`src/rtl/rotate_sdram_sched_if.sv`:
```
// rtl/rotate_sdram_sched_if.sv - video write/read streams and SDRAM word port bundle
interface rotate_sdram_sched_if #(
  parameter int ADDR_WIDTH = 21
);
  logic [1:0]            rotation;
  logic                  vidin_req;
  logic                  vidin_frame;
  logic [9:0]            vidin_row;
  logic [9:0]            vidin_col;
  logic [15:0]           vidin_d;
  logic                  vidin_ack;
  logic                  vidout_req;
  logic                  vidout_frame;
  logic [9:0]            vidout_row;
  logic [9:0]            vidout_col;
  logic [15:0]           vidout_d;
  logic                  vidout_ack;
  logic                  mem_req;
  logic                  mem_we;
  logic                  mem_last;
  logic [ADDR_WIDTH-1:0] mem_addr;
  logic [15:0]           mem_wdata;
  logic [15:0]           mem_rdata;
  logic                  mem_ack;

  modport master (
    input  rotation, vidin_req, vidin_frame, vidin_row, vidin_col, vidin_d,
    input  vidout_req, vidout_frame, vidout_row, vidout_col, mem_rdata, mem_ack,
    output vidin_ack, vidout_d, vidout_ack, mem_req, mem_we, mem_last, mem_addr, mem_wdata
  );

  modport slave (
    output rotation, vidin_req, vidin_frame, vidin_row, vidin_col, vidin_d,
    output vidout_req, vidout_frame, vidout_row, vidout_col, mem_rdata, mem_ack,
    input  vidin_ack, vidout_d, vidout_ack, mem_req, mem_we, mem_last, mem_addr, mem_wdata
  );
endinterface

```
`src/rtl/rotate_sdram_sched.sv`:
```
// rtl/rotate_sdram_sched.sv - fair scheduler of cornerturned write and linear read bursts onto one SDRAM word port
module rotate_sdram_sched #(
  parameter int ADDR_WIDTH = 21,
  parameter int WRITE_GAP  = 2,
  parameter int READ_BURST = 8
) (
  input logic                  clk_sys,
  input logic                  reset,
  rotate_sdram_sched_if.master bus
);

  localparam int KW = ($clog2(READ_BURST) > 4) ? $clog2(READ_BURST) : 4;
  localparam int GW = (WRITE_GAP > 1) ? $clog2(WRITE_GAP) : 1;

  typedef enum logic [1:0] {ST_IDLE, ST_WRITE, ST_WGAP, ST_READ} state_t;

  state_t          state_q, state_d;
  logic [KW-1:0]   k_q;
  logic [GW-1:0]   gap_q;
  logic            last_was_write_q;
  logic            dir_q;
  logic            frame_q;
  logic [9:0]      row_q;
  logic [9:0]      col_q;
  logic            vidout_ack_q;
  logic [15:0]     vidout_d_q;
  logic            grant_write, grant_read;
  logic            wr_last, rd_last;
  logic [3:0]      lo;
  logic [9:0]      rd_minor;
  logic [20:0]     addr21;
  logic            mem_req_c, mem_we_c, mem_last_c, vidin_ack_c, rd_ack_c;
  logic            unused_bits;

  assign unused_bits = ^{bus.rotation[1], bus.vidin_col[3:0]};

  // With both streams waiting, the one not served last wins.
  assign grant_write = bus.vidin_req && (!bus.vidout_req || !last_was_write_q);
  assign grant_read  = bus.vidout_req && !grant_write;

  assign wr_last  = (k_q == KW'(15));
  assign rd_last  = (k_q == KW'(READ_BURST - 1)) || !bus.vidout_req;
  assign lo       = dir_q ? k_q[3:0] : 4'd15 - k_q[3:0];
  assign rd_minor = col_q + 10'(k_q);
  // Writes are cornerturned: the source column becomes the major index.
  assign addr21   = (state_q == ST_READ) ? {frame_q, row_q, rd_minor}
                                         : {frame_q, col_q[9:4], lo, row_q};

  always_comb begin
    state_d     = state_q;
    mem_req_c   = 1'b0;
    mem_we_c    = 1'b0;
    mem_last_c  = 1'b0;
    vidin_ack_c = 1'b0;
    rd_ack_c    = 1'b0;
    unique case (state_q)
      ST_IDLE: begin
        if (grant_write)     state_d = ST_WRITE;
        else if (grant_read) state_d = ST_READ;
      end
      ST_WRITE: begin
        if (bus.mem_ack) begin
          if (wr_last)             state_d = ST_IDLE;
          else if (WRITE_GAP == 0) state_d = bus.vidin_req ? ST_WRITE : ST_IDLE;
          else                     state_d = ST_WGAP;
        end
      end
      ST_WGAP: begin
        if (gap_q == GW'(WRITE_GAP - 1)) state_d = bus.vidin_req ? ST_WRITE : ST_IDLE;
      end
      ST_READ: begin
        if (bus.mem_ack && rd_last) state_d = ST_IDLE;
      end
      default: state_d = ST_IDLE;
    endcase
    if (!reset) begin
      if (state_q == ST_WRITE) begin
        mem_req_c   = 1'b1;
        mem_we_c    = 1'b1;
        mem_last_c  = wr_last;
        vidin_ack_c = bus.mem_ack;
      end else if (state_q == ST_READ) begin
        mem_req_c  = 1'b1;
        mem_last_c = rd_last;
        rd_ack_c   = bus.mem_ack;
      end
    end
  end

  always_ff @(posedge clk_sys) begin
    if (reset) state_q <= ST_IDLE;
    else       state_q <= state_d;
  end

  always_ff @(posedge clk_sys) begin
    if (reset) begin
      k_q              <= '0;
      gap_q            <= '0;
      last_was_write_q <= 1'b0;
      dir_q            <= 1'b0;
      frame_q          <= 1'b0;
      row_q            <= '0;
      col_q            <= '0;
      vidout_ack_q     <= 1'b0;
      vidout_d_q       <= '0;
    end else begin
      vidout_ack_q <= rd_ack_c;
      if (rd_ack_c) vidout_d_q <= bus.mem_rdata;
      if (state_q == ST_IDLE && grant_write) begin
        last_was_write_q <= 1'b1;
        frame_q          <= bus.vidin_frame;
        row_q            <= bus.vidin_row;
        col_q            <= {bus.vidin_col[9:4], 4'd0};
        dir_q            <= bus.rotation[0];
        k_q              <= '0;
      end else if (state_q == ST_IDLE && grant_read) begin
        last_was_write_q <= 1'b0;
        frame_q          <= bus.vidout_frame;
        row_q            <= bus.vidout_row;
        col_q            <= bus.vidout_col;
        k_q              <= '0;
      end
      if ((state_q == ST_WRITE || state_q == ST_READ) && bus.mem_ack) k_q <= k_q + 1'b1;
      if (state_q == ST_WGAP) gap_q <= gap_q + 1'b1;
      else                    gap_q <= '0;
    end
  end

  assign bus.mem_req    = mem_req_c;
  assign bus.mem_we     = mem_we_c;
  assign bus.mem_last   = mem_last_c;
  assign bus.mem_addr   = ADDR_WIDTH'(addr21);
  assign bus.mem_wdata  = bus.vidin_d;
  assign bus.vidin_ack  = vidin_ack_c;
  assign bus.vidout_ack = vidout_ack_q;
  assign bus.vidout_d   = vidout_d_q;

endmodule

```
`src/flat_wrapper.sv`:
```
// flat-port wrapper written by rule: the top's interface ports become plain ports
module rotate_sdram_sched_flat 
#(
  parameter int ADDR_WIDTH = 21,
  parameter int WRITE_GAP  = 2,
  parameter int READ_BURST = 8
)
  (clk_sys, reset, bus_rotation, bus_vidin_req, bus_vidin_frame, bus_vidin_row, bus_vidin_col, bus_vidin_d, bus_vidout_req, bus_vidout_frame, bus_vidout_row, bus_vidout_col, bus_mem_rdata, bus_mem_ack, bus_vidin_ack, bus_vidout_d, bus_vidout_ack, bus_mem_req, bus_mem_we, bus_mem_last, bus_mem_addr, bus_mem_wdata);
  rotate_sdram_sched_if #(.ADDR_WIDTH(ADDR_WIDTH)) bus_i ();
  input logic clk_sys;
  input logic reset;
  input wire logic [$bits(bus_i.rotation)-1:0] bus_rotation;
  input wire logic [$bits(bus_i.vidin_req)-1:0] bus_vidin_req;
  input wire logic [$bits(bus_i.vidin_frame)-1:0] bus_vidin_frame;
  input wire logic [$bits(bus_i.vidin_row)-1:0] bus_vidin_row;
  input wire logic [$bits(bus_i.vidin_col)-1:0] bus_vidin_col;
  input wire logic [$bits(bus_i.vidin_d)-1:0] bus_vidin_d;
  input wire logic [$bits(bus_i.vidout_req)-1:0] bus_vidout_req;
  input wire logic [$bits(bus_i.vidout_frame)-1:0] bus_vidout_frame;
  input wire logic [$bits(bus_i.vidout_row)-1:0] bus_vidout_row;
  input wire logic [$bits(bus_i.vidout_col)-1:0] bus_vidout_col;
  input wire logic [$bits(bus_i.mem_rdata)-1:0] bus_mem_rdata;
  input wire logic [$bits(bus_i.mem_ack)-1:0] bus_mem_ack;
  output wire logic [$bits(bus_i.vidin_ack)-1:0] bus_vidin_ack;
  output wire logic [$bits(bus_i.vidout_d)-1:0] bus_vidout_d;
  output wire logic [$bits(bus_i.vidout_ack)-1:0] bus_vidout_ack;
  output wire logic [$bits(bus_i.mem_req)-1:0] bus_mem_req;
  output wire logic [$bits(bus_i.mem_we)-1:0] bus_mem_we;
  output wire logic [$bits(bus_i.mem_last)-1:0] bus_mem_last;
  output wire logic [$bits(bus_i.mem_addr)-1:0] bus_mem_addr;
  output wire logic [$bits(bus_i.mem_wdata)-1:0] bus_mem_wdata;
  assign bus_i.rotation = bus_rotation;
  assign bus_i.vidin_req = bus_vidin_req;
  assign bus_i.vidin_frame = bus_vidin_frame;
  assign bus_i.vidin_row = bus_vidin_row;
  assign bus_i.vidin_col = bus_vidin_col;
  assign bus_i.vidin_d = bus_vidin_d;
  assign bus_i.vidout_req = bus_vidout_req;
  assign bus_i.vidout_frame = bus_vidout_frame;
  assign bus_i.vidout_row = bus_vidout_row;
  assign bus_i.vidout_col = bus_vidout_col;
  assign bus_i.mem_rdata = bus_mem_rdata;
  assign bus_i.mem_ack = bus_mem_ack;
  assign bus_vidin_ack = bus_i.vidin_ack;
  assign bus_vidout_d = bus_i.vidout_d;
  assign bus_vidout_ack = bus_i.vidout_ack;
  assign bus_mem_req = bus_i.mem_req;
  assign bus_mem_we = bus_i.mem_we;
  assign bus_mem_last = bus_i.mem_last;
  assign bus_mem_addr = bus_i.mem_addr;
  assign bus_mem_wdata = bus_i.mem_wdata;
  rotate_sdram_sched #(.ADDR_WIDTH(ADDR_WIDTH), .WRITE_GAP(WRITE_GAP), .READ_BURST(READ_BURST)) u_core (.clk_sys(clk_sys), .reset(reset), .bus(bus_i));
endmodule
```
`config.mk`:
```
export PLATFORM = sky130hd
export DESIGN_NAME = rotate_sdram_sched_flat
export DESIGN_NICKNAME = d
export VERILOG_FILES = /design/src/rtl/rotate_sdram_sched_if.sv /design/src/rtl/rotate_sdram_sched.sv /design/src/flat_wrapper.sv
export SDC_FILE = /design/constraint.sdc
export NUM_CORES = 1
export LEC_CHECK = 0
export ABC_AREA = 1
export BUFFER_PORTS_ARGS = -buffer_cell sky130_fd_sc_hd__buf_2
export CAP_MARGIN = 20
export CORE_MARGIN = 2
export CORE_UTILIZATION = 46
export DETAILED_ROUTE_END_ITERATION = 10
export GPL_TIMING_DRIVEN = 0
export PLACE_DENSITY = 0.81
export SETUP_SLACK_MARGIN = 0.5
export SLEW_MARGIN = 20
export SYNTH_ARGS = -nofsm -noshare
export SYNTH_HDL_FRONTEND = slang
export SYNTH_SLANG_ARGS = --single-unit
```
`constraint.sdc`:
```
create_clock -name clk_sys -period 2.34 [get_ports clk_sys]
set_input_delay 0.351 -clock clk_sys [delete_from_list [all_inputs] [get_ports clk_sys]]
set_output_delay 0.351 -clock clk_sys [all_outputs]
set_load 0.01 [all_outputs]
```
==> results of run 1 <==
worst max-delay path, delay by kind of cell, from the launching register on:
family / cells / cell delay [ps]
simple gates: 3 / 240
fa+ha+maj: 2 / 510
compound gates: 2 / 280
flops: 1 / 360
buf+inv: 2 / 180
worst max-delay path by stage:
| stage | from | end | slack, ps | cells after the start |
|---|---|---|---|---|
| final | u_core.col_q[0] | bus_mem_addr[6] | 120 | 9 |
| after global routing | u_core.col_q[0] | bus_mem_addr[6] | 30 | 9 |
| after CTS | u_core.k_q[0] | bus_mem_addr[6] | 110 | 9 |
| after detailed placement | u_core.k_q[0] | bus_mem_addr[8] | 190 | 9 |
| after global placement | u_core.k_q[0] | bus_mem_addr[8] | 240 | 9 |
| after floorplan | u_core.k_q[0] | bus_mem_addr[8] | 500 | 8 |
routing by layer:
metal | track usage | wire length, um
met2 | 0.408 | 3890
met5 | 0 | 0
met4 | 0.0746 | 125
met3 | 0.0378 | 597
met1 | 0.272 | 3200
Yosys cell counts, drive strengths merged:
library cell  count  area [um^2]
ha                5         62.6
a21oi            16         80.1
dfxtp            47          941
inv              32          120
nand4             5         31.3
nor2             42          165
xor2              6         52.6
o21ai            47          235
fa                1         20.0
nand2           158          603
clkbuf            7         26.3
a31oi             1         6.26
a211oi            1         7.51
or2               2         12.5
nand3            25          150
nand3b            3         22.5
nor3              2         21.3
buf              28          194
power by group:
group          switching, W  internal, W  leakage (nW)
clock              0.000272     0.000312        0.0502
combinational      0.000926     0.000608          1.52
sequential         0.000158     0.000974         0.389
flip-flops by register name, summed over array words and instances, names as in the netlist:
signal,cells
u_core.bus.vidout_ack,1
u_core.bus.vidout_d,16
u_core.col_q,10
u_core.dir_q,1
u_core.frame_q,1
u_core.gap_q,1
u_core.k_q,4
u_core.last_was_write_q,1
u_core.row_q,10
u_core.state_q,2
final cells by class:
type	instances	area, um^2
multi-input combinational	314	1590
fill	525	2090
sequential	47	963
inverter	32	125
timing repair buffer	125	652
tap	75	93.8
clock inverter	2	37.5
clock buffer	5	68.8
buffer	35	234
stage by stage:
step | instance area, um^2 | total power, W
finish | 3760 | 0.00325
global route | 3760 | 0.00349
CTS | 3720 | 0.00322
detailed placement | 3440 | 0.00258
global placement | 3440 | 0.00254
floorplan | 2770 | 0.00209
what timing repair did:
| item | CTS | global route |
|---|---|---|
| gates resized for setup | 37 | 10 |
| setup buffers | 6 | 3 |
| setup endpoints to repair | 21 | 21 |
| pin swaps | 9 | 13 |
cell families (layout without fill, tap and decap cells):
group,count (synthesis),count (layout),synth area share
AO/OA/AOI/OAI,65,65,0.120
XOR/XNOR,6,6,0.0191
adder cells (fa/ha/maj),6,6,0.0300
buffers and inverters,67,199,0.124
flip-flops,47,47,0.342
AND/OR/NAND/NOR,237,237,0.366
==> results summary, run 1 <==
The library cell used most frequently in the layout, excluding fill and tap cells, is sky130_fd_sc_hd__nand2_1. The detailed placer's ending HPWL is 5790 um. The detailed-route wire length is 7810 um. The maximum count of clock buffers along a single path is 2. The sequential fraction of the synthesis area came out at 0.342. The flow ran to the end, and the final reports show no timing, DRC or antenna violations. In this run the vertical extent of the chip is 81.3 um. The maximum number of pins on one net before global-route repair is 15.

The critical path is of the reg2out type. After layout, the worst setup slack is 121 ps. During I/O placement, the number of pins put on the boundary was 139. The first global-routing pass estimated 12,000 um of wire. The proportion of layout cells with a drive suffix above 1 came out at 0.370.

The clock input transition at the sequential cells of the worst setup and hold paths is 90 ps. The average instance area after synthesis came out at 6.43 um^2. STA classifies the critical path endpoint as an output pin. In this design, the critical path's most frequently occurring cell is sky130_fd_sc_hd__nand2_1. The tool flagged a number of max-cap violations equal to 0. The cell area that synthesis handed to floorplanning was 2750 um^2. The clock period minus worst slack came out at 2220 ps. The DRC marker count from the first detailed-route iteration is 141. The total routing resource utilization after global routing came out at 0.227. The arrival time at the worst endpoint came out at 1870 ps. The number of detailed-routing iterations run before antenna repair came out at 4.

Between clock sinks in the finished design, the worst skew comes to 3.96 ps. The count of buffers added on input and output ports is 116. The count of pins over their slew limit is 0.

For this configuration, the core starts out at a cell density of 0.470. On the final layout, the worst hold slack is 251 ps. The final RePlAce weighted congestion came out at 0.921.

The worst hold path begins at bus_mem_rdata[10]. The ratio of total power to cell area is 864 nW/um^2. In this run the tightest slew margin relative to its limit is 0.686. The tree is rooted in a sky130_fd_sc_hd__clkbuf_8. From left edge to right edge, the die measures 81.3 um. The final count of hold timing violations is 0. The transition time of the tightest slew-check pin came out at 472 ps. The register bit count reported by yosys is 47.

The critical path's slowest cell is sky130_fd_sc_hd__fa_2. The total of hold buffers inserted after clock tree synthesis came out at 0. The count of inserted antenna diode cells is 0.

After detailed routing, the average wire length per cell comes to 12.3 um. The number of nets handed over by synthesis was 515. The total number of vias is 3,126.

The worst register-to-register path ends at u_core.state_q[0]. The path with the worst hold slack has its endpoint at u_core.bus.vidout_d[10]. The remaining routing DRC violations came out at 0.

In the finished design, the share of the clock period the worst path needs comes to 0.948. STA classifies the critical path startpoint as a flip-flop. In this run the remaining antenna-violating nets after routing total 0. The largest single stage delay on the critical path is 370 ps. The largest voltage drop on the vdd net is 0.000605 V. The final cell count without fillers came out at 635. The flop-to-flop setup slack came out at 890 ps. TritonCTS built the clock tree. The analysis attributes to cell leakage a power of 1.96 nW. The class of the tightest hold or removal check is in2reg. The total overflow left after global routing is 0. In the routed layout, each cell is associated on average with a via count of 4.92. Relative to the synthesized area, the layout overhead comes to 36.7%.

The number of global-route vias before repair is 2,795. Setup repair after global routing could not meet its margin everywhere. The number of cell rows is 28. The netlist uses 26 different library cells. In this run, placement finished with an instance count of 619. The placeable core area is 5850 um^2. The post-place setup slack is 192 ps. The full die area came out at 6620 um^2.

The maximum frequency from static timing analysis is 451 MHz. TritonCTS created 5 clock buffers. The number of clock sinks is 47.

After routing, the total negative slack on setup checks comes to 0 ps. The worst register-to-register path begins at u_core.k_q[0]. For this run, the post-layout net count is 647. The number of cells on the worst hold path came out at 3. The largest fanout on the critical path is 5. Walking the worst path, the cells encountered are ha_4 > inv_2 > fa_2 > o21ai_4 > nand2_1 > nand2_1 > nand3_2 > o21ai_2 > buf_2. The top cell types in the final layout, fill and taps aside, are sky130_fd_sc_hd__nand2_1, sky130_fd_sc_hd__buf_2, sky130_fd_sc_hd__nor2_1, sky130_fd_sc_hd__dfxtp_1. After technology mapping, the gate count stands at 428.

For this run, the share of the core covered by cells in the final layout is 0.643. The length in cells of the worst reg-to-reg path is 12. The worst endpoint required time came out at 1990 ps. The final-report setup violation count came out at 0. During synthesis, Yosys emitted a total of 0 warnings. The number of antenna violations at the first check in global routing was 0.

The level count of the clock H-tree came out at 2. The clock insertion delay at the later pin of the skew report is 300 ps.
Power figures use the tool's default switching activity.
==> run 2: changes to the inputs <==
--- a/config.mk
+++ b/config.mk
@@ -6,13 +6,14 @@
 export NUM_CORES = 1
 export LEC_CHECK = 0
 export ABC_AREA = 1
-export BUFFER_PORTS_ARGS = -buffer_cell sky130_fd_sc_hd__buf_2
 export CAP_MARGIN = 20
+export CORE_ASPECT_RATIO = 0.5
 export CORE_MARGIN = 2
-export CORE_UTILIZATION = 46
+export CORE_UTILIZATION = 63
 export DETAILED_ROUTE_END_ITERATION = 10
+export DONT_BUFFER_PORTS = 1
 export GPL_TIMING_DRIVEN = 0
-export PLACE_DENSITY = 0.81
+export PLACE_DENSITY = 0.79
 export SETUP_SLACK_MARGIN = 0.5
 export SLEW_MARGIN = 20
 export SYNTH_ARGS = -nofsm -noshare
==> results summary, run 2 (same netlist as run 1, synthesis figures left out) <==
The wire length of the first global-routing pass came out at 12,400 um. The design draws 0.00309 W. Data arrives at the worst endpoint at 1770 ps. The ratio of total power to cell area came out at 937 nW/um^2. The largest fanout on the critical path came out at 5.

The worst hold path passes through 2 cells. The congestion estimate from routability-driven global placement came to 0.905. The final-report setup violation count came out at 0. The total routing resource utilization after global routing is 0.314. The critical path in this run is classified as reg2out. The count of nets left with antenna violations after detail routing came out at 0. TritonCTS built the clock tree. The count of pins over their slew limit came out at 0. The library cell used most frequently in the layout, excluding fill and tap cells, is sky130_fd_sc_hd__nand2_1. The largest voltage drop on the vdd net is 0.000538 V. In the final timing run, aggregate negative setup slack is 0 ps. The worst setup path is captured at an output pin. The cell chosen for the clock root is sky130_fd_sc_hd__clkbuf_8. The number of flip-flops under the largest register name came out at 16. The worst hold path terminates at u_core.bus.vidout_d[15]. Counting every sink on the clock net gives 47. The transition time of the tightest slew-check pin is 594 ps. After detailed routing, the total wire length is 8040 um. The starting utilization of the core area is 0.680. The maximum number of pins on one net before global-route repair came out at 16. The worst register-to-register path has a setup slack of 920 ps.

The normalized max-slew margin is 0.604. The full die area came out at 4940 um^2. Counting the buffers created by CTS gives 5.

Relative to the synthesized area, the layout overhead comes to 19.8%. The number of antenna violations at the first check in global routing is 0. The level count of the clock H-tree came out at 2.

The startpoint identified for the worst hold timing path is bus_mem_rdata[15]. The worst-case clock skew is 9.11 ps. The share of the cycle needed by the critical path after routing is 0.906. Counting cells, the worst reg-to-reg path comes to 7.

The most critical setup path has its startpoint at u_core.k_q[0]. The maximum frequency from static timing analysis came out at 471 MHz. The number of input and output port buffers inserted came out at 0.

After the last flow step, the layout net total stands at 531. The count of inserted antenna diode cells came out at 0. The wire-length estimate of the detail-placed layout is 5450 um. The mean routed wirelength per cell came out at 16.1 um.

The layout has 286 filler cells. The first detailed-routing pass took 5 iterations. The worst hold path belongs to the class in2reg. The floorplan die height came out at 50.7 um. The multi-input combinational cells in the finished layout cover a total of 1750 um^2. The number of global-route vias before repair came out at 2,688.

The leakage power of the design came out at 1.49 nW. The die is 97.5 um wide. The type of element launching the critical path is a flip-flop.

The final count of hold timing violations is 0. The sequential cell area in the final layout is 967 um^2. Leaving out fill and tap cells, the most frequent cells in the layout are sky130_fd_sc_hd__nand2_1, sky130_fd_sc_hd__nor2_1, sky130_fd_sc_hd__dfxtp_1, sky130_fd_sc_hd__buf_4. The final global-route overflow total is 0. For the worst-skew pair, the clock arrives at the later sink with an insertion delay of 320 ps. The total number of vias is 2,938. After clock tree synthesis, the clock-pin slew on the worst setup and hold paths is 90 ps. In this run the critical register-to-register path is captured at u_core.col_q[9].

The maximum count of clock buffers along a single path is 2. The worst endpoint required time came out at 1990 ps. The startpoint identified for the worst register-to-register timing path is u_core.state_q[1].

The number of I/O pins came out at 139. The run finished with clean final reports. The DRC marker count from the first detailed-route iteration came out at 167.

The proportion of layout cells with a drive suffix above 1 came out at 0.258. The clock period minus worst slack came out at 2120 ps. The floorplan has 16 rows. The remaining routing DRC violations came out at 0.

The placeable core area is 4040 um^2. Setup repair after global routing could not meet its margin everywhere. The reported max-cap violation count came out at 0. The via count normalized by instance count came out at 5.89.
-- run 2: cell count changes in the layout (fill, tap and decap cells not counted), sizes merged --
cell,previous run,this run
bufinv,1,0
inv,32,33
buf,152,38
clkbuf,13,12
-- run 2: how the worst max path moves through the flow --
stage / end / slack [ps] / cells past startpoint
after floorplan: bus_mem_addr[8] / 500 / 8
after global placement: bus_mem_addr[4] / 290 / 6
after detailed placement: bus_mem_addr[4] / 240 / 6
after CTS: bus_mem_addr[8] / 180 / 8
after global routing: bus_mem_addr[4] / 170 / 6
final: bus_mem_addr[6] / 220 / 8
-- run 2: repair_timing --
item / in CTS / in global routing
hold buffers: 0 / 0
pin swaps: 18 / 17
setup endpoints to repair: 22 / 22
resized for setup: 48 / 37
buffers inserted: 6 / 3
-- run 2: layout make-up --
class,count,share of cell area
inverter,32,0.0387
sequential,47,0.293
tap,54,0.0205
timing repair buffer,9,0.0216
multi-input combinational,314,0.530
clock inverter,2,0.00494
buffer,35,0.0691
clock buffer,6,0.0220
-- run 2: power breakdown --
| part | switching (W) | internal (W) | total, W |
|---|---|---|---|
| registers | 0.000180 | 0.000975 | 0.00115 |
| clock network | 0.000298 | 0.000215 | 0.000513 |
| logic | 0.000941 | 0.000480 | 0.00142 |
-- run 2: metrics by stage --
stage                     setup WS, ps  hold slack (ps)  utilization  area, um^2  std cells
after floorplan                    500              450            -        2770        428
after global placement             294              466        0.701        2830        482
after detailed placement           243              466        0.701        2830        482
after CTS                          182              151        0.779        3150        496
after global routing               170              156        0.815        3300        499
final                              219              150        0.815        3300        499
-- run 2: per-layer routing --
metal / routed length [um] / part of all wire / track usage
met1: 3130 / 0.39 / 0.365
met3: 712 / 0.089 / 0.0919
met4: 238 / 0.030 / 0.137
met2: 3960 / 0.49 / 0.549
met5: 0 / 0 / 0
-- run 2: worst max-delay path, stage by stage (launching register included) --
cell                      delay, ps
sky130_fd_sc_hd__dfxtp_4        370
sky130_fd_sc_hd__ha_4           130
sky130_fd_sc_hd__inv_2           30
sky130_fd_sc_hd__fa_2           370
sky130_fd_sc_hd__o21ai_4        230
sky130_fd_sc_hd__nand2_1         90
sky130_fd_sc_hd__nand2_1         80
sky130_fd_sc_hd__nand3_2         70
sky130_fd_sc_hd__o21ai_2         90
